--- config.mk ---
export PLATFORM = sky130hd
export DESIGN_NAME = multicycle_control
export DESIGN_NICKNAME = d
export VERILOG_FILES = /design/src/rtl/mips_ctrl_pkg.sv /design/src/rtl/ctrl_out_decode.sv /design/src/rtl/multicycle_control.sv
export SDC_FILE = /design/constraint.sdc
export NUM_CORES = 1
export LEC_CHECK = 0
export BUFFER_PORTS_ARGS = -buffer_cell sky130_fd_sc_hd__buf_2
export CAP_MARGIN = 20
export CORE_MARGIN = 2
export CORE_UTILIZATION = 30
export CTS_CLUSTER_DIAMETER = 40
export DETAILED_ROUTE_END_ITERATION = 12
export PLACE_DENSITY = 0.57
export SYNTH_ARGS = -nofsm -noshare
export SYNTH_HDL_FRONTEND = slang
export SYNTH_HIERARCHICAL = 1
export SYNTH_SLANG_ARGS = --single-unit
--- constraint.sdc ---
create_clock -name clk -period 3 [get_ports clk]
set_input_delay 0.15 -clock clk [delete_from_list [all_inputs] [get_ports clk]]
set_output_delay 0.15 -clock clk [all_outputs]
set_load 0.01 [all_outputs]
--- src/rtl/mips_ctrl_pkg.sv ---
// Shared encodings for the multi-cycle MIPS control path: states, opcodes,
// ALU operation classes and datapath mux selects.
package mips_ctrl_pkg;

  typedef enum logic [3:0] {
    S_FETCH    = 4'd0,
    S_DECODE   = 4'd1,
    S_MEM_ADDR = 4'd2,
    S_MEM_RD   = 4'd3,
    S_MEM_WB   = 4'd4,
    S_MEM_WR   = 4'd5,
    S_R_EXEC   = 4'd6,
    S_R_WB     = 4'd7,
    S_BRANCH   = 4'd8,
    S_JUMP     = 4'd9,
    S_I_EXEC   = 4'd10,
    S_I_WB     = 4'd11
  } state_t;

  localparam logic [5:0] OP_RTYPE = 6'b000000;
  localparam logic [5:0] OP_LW    = 6'b100011;
  localparam logic [5:0] OP_SW    = 6'b101011;
  localparam logic [5:0] OP_BEQ   = 6'b000100;
  localparam logic [5:0] OP_J     = 6'b000010;
  localparam logic [5:0] OP_ADDI  = 6'b001000;
  localparam logic [5:0] OP_ORI   = 6'b001101;

  localparam logic [1:0] ALUOP_RTYPE = 2'b00;
  localparam logic [1:0] ALUOP_SUB   = 2'b01;
  localparam logic [1:0] ALUOP_OR    = 2'b10;
  localparam logic [1:0] ALUOP_ADD   = 2'b11;

  localparam logic [1:0] SRCB_B       = 2'b00;
  localparam logic [1:0] SRCB_FOUR    = 2'b01;
  localparam logic [1:0] SRCB_IMM     = 2'b10;
  localparam logic [1:0] SRCB_IMM_SH2 = 2'b11;

  localparam logic [1:0] PCSRC_ALU    = 2'b00;
  localparam logic [1:0] PCSRC_ALUOUT = 2'b01;
  localparam logic [1:0] PCSRC_JUMP   = 2'b10;

  function automatic logic is_legal_op(input logic [5:0] op);
    return (op == OP_RTYPE) || (op == OP_LW) || (op == OP_SW) || (op == OP_BEQ) ||
           (op == OP_J) || (op == OP_ADDI) || (op == OP_ORI);
  endfunction

endpackage

--- src/rtl/ctrl_out_decode.sv ---
// Combinational decode of FSM state into datapath control strobes and selects.
module ctrl_out_decode
  import mips_ctrl_pkg::*;
(
  input  logic       reset,
  input  state_t     state,
  input  logic [5:0] opcode,
  input  logic [5:0] op_held,
  input  logic       ready,
  output logic       pc_write,
  output logic       pc_write_cond,
  output logic       i_or_d,
  output logic       mem_read,
  output logic       mem_write,
  output logic       ir_write,
  output logic       reg_dst,
  output logic       mem_to_reg,
  output logic       reg_write,
  output logic       alu_src_a,
  output logic [1:0] alu_src_b,
  output logic [1:0] pc_source,
  output logic [1:0] alu_op,
  output logic       illegal_op
);

  always_comb begin
    pc_write      = 1'b0;
    pc_write_cond = 1'b0;
    i_or_d        = 1'b0;
    mem_read      = 1'b0;
    mem_write     = 1'b0;
    ir_write      = 1'b0;
    reg_dst       = 1'b0;
    mem_to_reg    = 1'b0;
    reg_write     = 1'b0;
    alu_src_a     = 1'b0;
    alu_src_b     = SRCB_B;
    pc_source     = PCSRC_ALU;
    alu_op        = ALUOP_RTYPE;
    illegal_op    = 1'b0;
    if (!reset) begin
      case (state)
        S_FETCH: begin
          mem_read  = 1'b1;
          alu_src_b = SRCB_FOUR;
          alu_op    = ALUOP_ADD;
          // PC+4 and IR load only commit once the fetch completes
          ir_write  = ready;
          pc_write  = ready;
        end
        S_DECODE: begin
          alu_src_b  = SRCB_IMM_SH2;
          alu_op     = ALUOP_ADD;
          illegal_op = !is_legal_op(opcode);
        end
        S_MEM_ADDR: begin
          alu_src_a = 1'b1;
          alu_src_b = SRCB_IMM;
          alu_op    = ALUOP_ADD;
        end
        S_MEM_RD: begin
          mem_read = 1'b1;
          i_or_d   = 1'b1;
        end
        S_MEM_WB: begin
          reg_write  = 1'b1;
          mem_to_reg = 1'b1;
        end
        S_MEM_WR: begin
          mem_write = 1'b1;
          i_or_d    = 1'b1;
        end
        S_R_EXEC: begin
          alu_src_a = 1'b1;
          alu_op    = ALUOP_RTYPE;
        end
        S_R_WB: begin
          reg_write = 1'b1;
          reg_dst   = 1'b1;
        end
        S_BRANCH: begin
          alu_src_a     = 1'b1;
          alu_op        = ALUOP_SUB;
          pc_write_cond = 1'b1;
          pc_source     = PCSRC_ALUOUT;
        end
        S_JUMP: begin
          pc_write  = 1'b1;
          pc_source = PCSRC_JUMP;
        end
        S_I_EXEC: begin
          alu_src_a = 1'b1;
          alu_src_b = SRCB_IMM;
          alu_op    = (op_held == OP_ORI) ? ALUOP_OR : ALUOP_ADD;
        end
        S_I_WB: begin
          reg_write = 1'b1;
        end
        default: ;
      endcase
    end
  end

endmodule

--- src/rtl/multicycle_control.sv ---
// Multi-cycle MIPS main control: state register, next-state logic and
// retired-instruction counter; output decode lives in ctrl_out_decode.
module multicycle_control
  import mips_ctrl_pkg::*;
#(
  parameter int unsigned MEM_HANDSHAKE = 1,
  parameter int unsigned CNT_W         = 32
) (
  input  logic             clk,
  input  logic             reset,
  input  logic [5:0]       opcode,
  input  logic             mem_ready,
  output logic             pc_write,
  output logic             pc_write_cond,
  output logic             i_or_d,
  output logic             mem_read,
  output logic             mem_write,
  output logic             ir_write,
  output logic             reg_dst,
  output logic             mem_to_reg,
  output logic             reg_write,
  output logic             alu_src_a,
  output logic [1:0]       alu_src_b,
  output logic [1:0]       pc_source,
  output logic [1:0]       alu_op,
  output logic             illegal_op,
  output logic [3:0]       state_o,
  output logic [CNT_W-1:0] retired
);

  state_t           state_q, state_d;
  logic [5:0]       op_q;
  logic [CNT_W-1:0] retired_q;
  logic             ready;
  logic             retire;

  assign ready = (MEM_HANDSHAKE == 0) ? 1'b1 : mem_ready;

  always_ff @(posedge clk) begin
    if (reset) begin
      state_q   <= S_FETCH;
      op_q      <= '0;
      retired_q <= '0;
    end else begin
      state_q <= state_d;
      // Held copy of IR opcode: later states must not see opcode changes
      if (state_q == S_DECODE) op_q <= opcode;
      if (retire) retired_q <= retired_q + CNT_W'(1);
    end
  end

  always_comb begin
    state_d = state_q;
    retire  = 1'b0;
    case (state_q)
      S_FETCH:  if (ready) state_d = S_DECODE;
      S_DECODE: begin
        case (opcode)
          OP_LW, OP_SW:     state_d = S_MEM_ADDR;
          OP_RTYPE:         state_d = S_R_EXEC;
          OP_BEQ:           state_d = S_BRANCH;
          OP_J:             state_d = S_JUMP;
          OP_ADDI, OP_ORI:  state_d = S_I_EXEC;
          default:          state_d = S_FETCH;
        endcase
      end
      S_MEM_ADDR: state_d = (op_q == OP_SW) ? S_MEM_WR : S_MEM_RD;
      S_MEM_RD:   if (ready) state_d = S_MEM_WB;
      S_MEM_WB: begin
        state_d = S_FETCH;
        retire  = 1'b1;
      end
      S_MEM_WR: begin
        if (ready) begin
          state_d = S_FETCH;
          retire  = 1'b1;
        end
      end
      S_R_EXEC: state_d = S_R_WB;
      S_R_WB, S_BRANCH, S_JUMP, S_I_WB: begin
        state_d = S_FETCH;
        retire  = 1'b1;
      end
      S_I_EXEC: state_d = S_I_WB;
      default:  state_d = S_FETCH;
    endcase
  end

  ctrl_out_decode u_dec (
    .reset         (reset),
    .state         (state_q),
    .opcode        (opcode),
    .op_held       (op_q),
    .ready         (ready),
    .pc_write      (pc_write),
    .pc_write_cond (pc_write_cond),
    .i_or_d        (i_or_d),
    .mem_read      (mem_read),
    .mem_write     (mem_write),
    .ir_write      (ir_write),
    .reg_dst       (reg_dst),
    .mem_to_reg    (mem_to_reg),
    .reg_write     (reg_write),
    .alu_src_a     (alu_src_a),
    .alu_src_b     (alu_src_b),
    .pc_source     (pc_source),
    .alu_op        (alu_op),
    .illegal_op    (illegal_op)
  );

  assign state_o = reset ? 4'd0 : state_q;
  assign retired = reset ? '0 : retired_q;

endmodule

# Word level (Yosys, flattened, before mapping)
# Index checks and enable logic that the tools add are counted.
dict set report op_classes {
  bitwise_logic 0
  n_addsub 1
  muxes 39
  n_eq_ne 22
  n_reduce_logical 19
  magnitude_cmp 0
  div_mod_pow 0
  mul 0
  shifts 0
}
# op count
set op_table {}
lappend op_table {{$add A32 B1 Y32 const B} 1}
lappend op_table {{$mux W32} 1}
lappend op_table {{$pmux W4 S7} 1}
lappend op_table {{$mux W1} 23}
lappend op_table {{$pmux W4 S5} 1}
lappend op_table {{$eq A6 B4 Y1 const B} 3}
lappend op_table {{$eq A6 B6 Y1 const B} 3}
lappend op_table {{$eq A4 B3 Y1 const B} 4}
lappend op_table {{$eq A4 B4 Y1 const B} 4}
lappend op_table {{$mux W4} 4}
lappend op_table {{$pmux W2 S3} 2}
lappend op_table {{$reduce_or A2 Y1} 5}
lappend op_table {{$eq A4 B2 Y1 const B} 2}
lappend op_table {{$eq A6 B2 Y1 const B} 1}
lappend op_table {{$eq A6 B3 Y1 const B} 1}
lappend op_table {{$logic_not A6 Y1} 1}
lappend op_table {{$logic_or A1 B1 Y1} 6}
lappend op_table {{$mux W2} 3}
lappend op_table {{$ne A2 B2 Y1 const B} 3}
lappend op_table {{$reduce_or A3 Y1} 2}
lappend op_table {{$reduce_or A5 Y1} 1}
lappend op_table {{$eq A4 B1 Y1 const B} 1}
lappend op_table {{$logic_not A4 Y1} 1}
lappend op_table {{$pmux W1 S2} 2}
lappend op_table {{5 further kinds} 5}
dict set report totals {
  latch_bits 0
  wordCells 84
  inputBits 9
  rom_bits 0
  ramBits 0
  mem_count 0
  output_inout_bits 53
  reg_bits 42
}

# Logic depth before layout (Yosys ltp)
# Gate-level depths: netlist (run 1).
dict set report depth {
  depth_word 10
  ltp_mapped 7
  depth_no_buf 6
}

# Cells and area by module
# The synthesis (run 1) kept the hierarchy.
# module cells_per_inst area_each_um2 n_inst
set by_module_without_submodules {}
lappend by_module_without_submodules {multicycle_control 291 2303.5 1}
lappend by_module_without_submodules {ctrl_out_decode 53 356.6 1}

# Worst setup path before layout (run 1)
# Ideal clock, no wire load.
dict set report synth_path {
  path_kind {flip-flop to flip-flop}
  start {reg state_q[3]}
  end {reg retired_q[28]}
  path_stages_with_launch 8
  path_slack_ns 0.898
  setup_time_ns 0.071
  t_required_ns 2.929
  arrival_ns 2.031
  synth_period_minus_slack_ns 2.102
  cell_sequence {dfxtp_1 buf_4 nor2_1 a2111oi_4 nand4_1 buf_2 or3_1 a21oi_1}
}
dict set report synth_via {
  elab_chain_cells 3
  word_cells_on_any_way 8
}
# item line
set synth_lines {}
lappend synth_lines {{start, declared} multicycle_control.sv:31} ;# state_t state_q, state_d;
lappend synth_lines {{start signal, assigned} multicycle_control.sv:45} ;# state_q <= state_d;
lappend synth_lines {{$eq A4 B3 Y1 / $eq A4 B4 Y1 (equally long branches)} multicycle_control.sv:55} ;# case (state_q)
lappend synth_lines {{$reduce_or A5 Y1 (no source line)} n/a}
lappend synth_lines {{$pmux W1 S2 (*)} multicycle_control.sv:55}
lappend synth_lines {{end signal, assigned} multicycle_control.sv:48} ;# if (retire) retired_q <= retired_q + CNT_W'(1);
lappend synth_lines {{end, declared} multicycle_control.sv:33} ;# logic [CNT_W-1:0] retired_q;
# Mark *: on every way between the ends. The rest lies on a longest branch, timed or not.
# A chain may end at the register's enable or synchronous reset.

# Final worst setup path (run 1)
dict set report layout_path {
  start {reg state_q[2]}
  end {reg retired_q[26]}
}
# The elaborated chain is that of the path after synthesis.

==> qor.yml, run 1 <==
worst_setup_path:
  cp_max_fo: 20
  crit_type: "reg -> reg"
  worst-path-buf-inv: 1
  cpPeakStageDelay_ns: 0.56
  cp-start-kind: "register"
  required_ns: 3.24
  cp_slowest_cell: "a2111oi_4"
  r2r_slack_ns: 0.44
  rr_worst_depth: 6
  crit_chain: "buf_4 > nor2_1 > a2111oi_4 > nand4_1 > or4_1 > a21oi_1"
  worstSetupEndpointType: "register"
  reg2reg_to: "retired_q[26]$_SDFFE_PP0P_"
  cp_data_arrival_time_ns: 2.79
  critical-path-top-delay-family: "simple AND/OR/NAND/NOR gates"
  r2r-start: "state_q[2]$_SDFFE_PP0P_"
final_layout:
  drive_gt1_frac: 0.212
  multiInputGateArea_um2: 1680
  fillCellCount: 942
  num-nets-final: 406
  regArea_um2: 841
  diodes: 0
  area_growth_pct: 19.5
die:
  die_w_um: 98.2
  start_util: 0.307
  num_rows: 34
  ios: 62
  dieArea_um2: 9640
  coreArea_um2: 8680
  die_y_um: 98.2
synthesis:
  synth-edff-count: 0
  synth_ff_type: "dfxtp_1"
  async_reset_ff_frac: 0
  yosysWarnings: 6
  avgSynthCellArea_um2: 7.73
  synth_top_cells_by_count: "nor2_1 (44), dfxtp_1 (42), nor2b_1 (38)"
  yosys.cell_count.top_type: "nor2_1"
  ys_types: 54
  ys_ff_latch: 42
  synth_nets: 354
  yosysTopAreaCell: "dfxtp_1"
  syn_area_um2: 2660
  ys_seq_area_frac: 0.316
  synth_top_area_share: 0.316
  postSynthCellCount: 344
  synth_area_leaders: "dfxtp_1 (32%), nor2b_1 (8.9%), nor2_1 (6.2%), xor2_1 (4.9%), a21oi_1 (4.3%)"
grt:
  grt_usage: 0.128
  grt_max_degree: 32
  grt_pass1_vias: 2247
  globalRouteOverflowTotal: 0
  grt_pass1_wl_um: 10500
  antenna_found_initial: 0
timing:
  tightest_slew_ns: 0.548
  drv_slew: 0
  rsz0062_at_grt: "no"
  setup_tns_ns: 0
  fin_hold_ws_ns: 0.163
  setup_ws_ns: 0.441
  fin_crit_ns: 2.56
  maxSlewHeadroom: 0.634
  timing.fmax_ghz: 0.391
  setup_violations: 0
  finClkSkew_ns: 0.00553
  hold_viol: 0
  layout_worst_path_cycle_share: 0.853
power_and_ir_drop:
  ir_worst_vdd_v: 0.000227
  power_mw: 1.28
  swShare: 0.237
  power.density_nw_per_um2: 404
  seqPwrFrac: 0.451
  p_clk_frac: 0.434
  leakagePower_nw: 1.28
  pwr-share-comb: 0.115
  p_sw_mw: 0.304
  p_int_mw: 0.980
route:
  postRouteAntennaNets: 0
  routedWlPerCell_um: 12.4
  vias: 2571
  drcViolationCount: 0
  dr.pass1.iters: 4
  dr.first_iter.drc_count: 81
  routed_wl_um: 6290
  viasPerCell: 5.09
placement:
  gp_congestion: 0.808
  dp_worst_setup_slack_ns: 0.468
  place_hpwl_um: 4430
  portBuffers: 61
clock_tree:
  clk_pin_slew_worst_paths_ns: 0.08
  ctsHoldBuffers: 0
  cts.sinks: 42
  cts_tree: "done"
  numCtsBuffers: 5
  cts_resized: 0
  worstSkewPairLatency_ns: 0.30
  cts_setup_buffers: 0
  cts-root-buf: "clkbuf_8"
  clockBufferDepth: 2
  h-tree-depth: 2
hold_path:
  hold_path_end: "op_q[4]$_SDFFE_PP0P_"
  min_from: "opcode[4]"
  hold_depth: 3
  hp-class: "in -> reg"
outcome:
  status: "finished, final reports clean"
flow_run:
  drv_cap: 0
==> metrics by stage <==
step                      instance area [µm²]  std cells  utilization
after floorplan                          2660        344            -
after CTS                                3180        505        0.366
after detailed placement                 3040        497        0.350
after global placement                   3040        497        0.350
after global routing                     3180        505        0.366
final                                    3180        505        0.366
==> tightest hold or removal path, cell delays in order <==
cell,delay (ns)
buf_2,0.12
mux2i_1,0.08
nor2_1,0.07
==> cell type report <==
class / count / share of cell area
Multi-Input combinational cell: 272 / 0.527
Sequential cell: 42 / 0.264
Inverter: 7 / 0.00826
Clock inverter: 2 / 0.0189
Clock buffer: 6 / 0.0260
Tap cell: 108 / 0.0425
Timing Repair Buffer: 68 / 0.113
==> power by group through the flow <==
stage          Clock (mW)  Combinational [mW]  Sequential (mW)
6_report            0.558               0.148            0.579
5_1_grt             0.592               0.164            0.581
4_1_cts             0.571               0.149            0.579
3_5_place_dp            0               0.148            0.592
3_3_place_gp            0               0.146            0.592
2_1_floorplan           0               0.111            0.587
==> how the worst max path moves through the flow <==
stage / slack, ns / end / cells past startpoint / from
6_report: 0.44 / retired_q[26]$_SDFFE_PP0P_ / 6 / state_q[2]$_SDFFE_PP0P_
5_1_grt: 0.14 / retired_q[26]$_SDFFE_PP0P_ / 6 / state_q[2]$_SDFFE_PP0P_
4_1_cts: 0.44 / retired_q[26]$_SDFFE_PP0P_ / 6 / state_q[2]$_SDFFE_PP0P_
3_5_place_dp: 0.47 / retired_q[26]$_SDFFE_PP0P_ / 6 / state_q[2]$_SDFFE_PP0P_
3_3_place_gp: 0.55 / retired_q[30]$_SDFFE_PP0P_ / 6 / state_q[2]$_SDFFE_PP0P_
2_1_floorplan: 0.90 / retired_q[28]$_SDFFE_PP0P_ / 7 / state_q[3]$_SDFFE_PP0P_
==> logic make-up (layout without fill, tap and decap cells) <==
family,count (synthesis),count (layout),synth area share
AND/OR/NAND/NOR,181,181,0.373
AO/OA/AOI/OAI,63,63,0.160
flip-flops,42,42,0.316
buffers and inverters,30,83,0.0536
XOR/XNOR,19,19,0.0626
multiplexers,7,7,0.0263
adder cells (fa/ha/maj),2,2,0.00847
==> layer usage <==
metal | share of wire | GRT usage
met1 | 0.49 | 0.174
met2 | 0.45 | 0.207
met3 | 0.046 | 0.0258
met4 | 0.0097 | 0.0348
met5 | 0 | 0
==> cell usage in the layout (no fill, tap or decap), types with 6 or more instances in the layout <==
| master | n |
|---|---|
| dfxtp_1 | 42 |
| o21ai_0 | 17 |
| nand3_1 | 12 |
| nor2_1 | 44 |
| nand4_1 | 13 |
| or3_1 | 14 |
| mux2i_1 | 7 |
| buf_4 | 7 |
| buf_2 | 61 |
| nand2_1 | 21 |
| a21oi_1 | 23 |
| inv_1 | 7 |
| nor2b_1 | 38 |
| clkbuf_8 | 6 |
| and3_1 | 8 |
| xor2_1 | 15 |
==> flip-flops by register name, indices dropped and copies added (netlist names) <==
signal / cells
state_q: 4
op_q: 6
retired_q: 32
(Power assumes the default switching activity.)
==> run 2, diff against run 1 <==
==> constraint.sdc (replaced) <==
create_clock -name clk -period 3.3 [get_ports clk]
set_input_delay 0.165 -clock clk [delete_from_list [all_inputs] [get_ports clk]]
set_output_delay 0.165 -clock clk [all_outputs]
set_load 0.01 [all_outputs]
==> run 2 against run 1 <==
- worst setup slack better by 0.46 ns
- register-to-register slack improved by 0.46 ns
- first-iteration DRC count increased by 40%
- final cell count rose by 0.20%
- fmax up 6.7%
- final area decreased by 1.3%
- global-route usage rose by 0.22 points
- utilization shrank 0.46 points
- via count fell by 1.1%
- clock skew rose by 0.0047 ns
- sequential share of layout area up 0.34 points
- combinational power is 9% lower
- highest routed layer unchanged
==> qor.yml, run 2 (synthesized netlist as in run 1, its figures left out) <==
die:
  start_util: 0.307  # unchanged
  die_w_um: 98.2  # unchanged
  dieArea_um2: 9640  # unchanged
  ios: 62  # unchanged
  die_y_um: 98.2  # unchanged
  num_rows: 34  # unchanged
  coreArea_um2: 8680  # unchanged
route:
  dr.pass1.iters: 4  # unchanged
  postRouteAntennaNets: 0  # unchanged
  dr.first_iter.drc_count: 113  # +40%
  routed_wl_um: 6260  # -0.41%
  drcViolationCount: 0  # unchanged
  vias: 2544  # -1.1%
  routedWlPerCell_um: 12.4  # -0.61%
  viasPerCell: 5.03  # -1.2%
timing:
  setup_violations: 0  # unchanged
  fin_crit_ns: 2.40  # -0.161 ns
  tightest_slew_ns: 0.461  # -0.0871 ns
  layout_worst_path_cycle_share: 0.727  # -0.126
  timing.fmax_ghz: 0.417  # +6.7%
  fin_hold_ws_ns: 0.190  # +0.0274 ns
  hold_viol: 0  # unchanged
  drv_slew: 0  # unchanged
  maxSlewHeadroom: 0.691  # +0.0569
  setup_tns_ns: 0  # unchanged
  finClkSkew_ns: 0.0102  # +0.00466 ns
  rsz0062_at_grt: "no"
final_layout:
  largest_reg_flops: 32  # unchanged
  max_flop_register: "retired_q"
  num-nets-final: 407  # +0.25%
  final_cell_mix: "buf_2 (61), nor2_1 (44), dfxtp_1 (42)"
  layout_commonest_cell: "buf_2"
  area_growth_pct: 18.0
  drive_gt1_frac: 0.214  # +0.00198
  reg.largest.list: "retired_q: 32 flops, op_q: 6 flops, state_q: 4 flops"
  diodes: 0  # unchanged
  fin_cells: 506  # +0.20%
clock_tree:
  clockBufferDepth: 2  # unchanged
  cts_setup_buffers: 0  # unchanged
  cts-root-buf: "clkbuf_8"
  numCtsBuffers: 5  # unchanged
  cts_tree: "done"
  cts_resized: 0  # unchanged
  cts.sinks: 42  # unchanged
  clk_pin_slew_worst_paths_ns: 0.08  # about the same
  h-tree-depth: 2  # unchanged
  worstSkewPairLatency_ns: 0.30  # about the same
  ctsHoldBuffers: 0  # unchanged
worst_setup_path:
  required_ns: 3.53  # +0.29 ns
  cp_data_arrival_time_ns: 2.63  # -0.16 ns
  worstSetupEndpointType: "register"
  reg2reg_to: "retired_q[26]$_SDFFE_PP0P_"
  r2r-start: "state_q[2]$_SDFFE_PP0P_"
  startpoint: "state_q[2]$_SDFFE_PP0P_"
  crit_type: "reg -> reg"
  r2r_slack_ns: 0.90  # +0.46 ns
  cp_max_fo: 22  # +10%
  rr_worst_depth: 7  # +1
  cp-start-kind: "register"
placement:
  place_hpwl_um: 4430  # +0.10%
  gp_congestion: 0.814  # +0.68%
  dp_cells: 498  # +0.20%
  portBuffers: 61  # unchanged
grt:
  grt_usage: 0.130  # +0.00223
  grt_max_degree: 39  # +22%
  grt_pass1_vias: 2347  # +4.5%
  grt_pass1_wl_um: 10700  # +2.2%
  antenna_found_initial: 0  # unchanged
  globalRouteOverflowTotal: 0  # unchanged
power_and_ir_drop:
  power_mw: 1.02  # -21%
  power.density_nw_per_um2: 323  # -20%
  ir_worst_vdd_v: 0.000158  # -30%
  leakagePower_nw: 1.26  # -1.5%
hold_path:
  min_from: "opcode[4]"
  hold_depth: 3  # unchanged
  hp-class: "in -> reg"
  hold_path_end: "op_q[4]$_SDFFE_PP0P_"
flow_run:
  drv_cap: 0  # unchanged
outcome:
  status: "finished, final reports clean"
-- run 2: cell count changes in the layout (fill, tap and decap cells not counted) --
cell	change
buf_4	+1
bufinv_16	-2
clkinvlp_4	+1
clkinv_2	+1
-- run 2: how the worst max path moves through the flow --
stage,endpoint,cells past startpoint
after detailed placement,retired_q[26]$_SDFFE_PP0P_,7
after floorplan,retired_q[28]$_SDFFE_PP0P_,7
after CTS,retired_q[30]$_SDFFE_PP0P_,7
after global routing,retired_q[30]$_SDFFE_PP0P_,7
final,retired_q[26]$_SDFFE_PP0P_,7
after global placement,retired_q[30]$_SDFFE_PP0P_,7
-- run 2: through the flow --
stage | worst slack, ns | cell area [µm²] | utilization
finish | 0.902 | 3140 | 0.362
global route | 0.674 | 3140 | 0.362
CTS | 0.889 | 3140 | 0.362
detailed placement | 0.904 | 3040 | 0.351
global placement | 0.973 | 3040 | 0.351
floorplan | 1.20 | 2660 | -
-- run 2: per-layer routing --
metal	wire length [µm]	GRT usage	up-vias
met1	3050	0.168	1164
met3	260	0.0258	9
li1	-	-	1312
met4	82	0.0474	0
met2	2860	0.214	59
met5	0	0	-
-- run 2: layout make-up --
cell class,instances,area [µm²]
inverter,7,26.3
sequential,42,841
timing repair buffer,69,365
fill,931,5540
clock buffer,6,82.6
multi-input combinational,272,1680
clock inverter,2,12.5
tap,108,135
-- run 2: power by group --
part	switching (mW)	total [mW]	internal (mW)
clock	0.187	0.355	0.168
sequential	0.0102	0.526	0.516
combinational	0.0813	0.134	0.0529
total	0.278	1.02	0.737
-- run 2: critical path: stages (launching register included) --
cell and delay, ns:
dfxtp_1 0.32, buf_4 0.25, nor2_1 0.14, a2111oi_4 0.35
buf_4 0.24, nand4_1 0.36, or4_1 0.53, a21oi_1 0.14
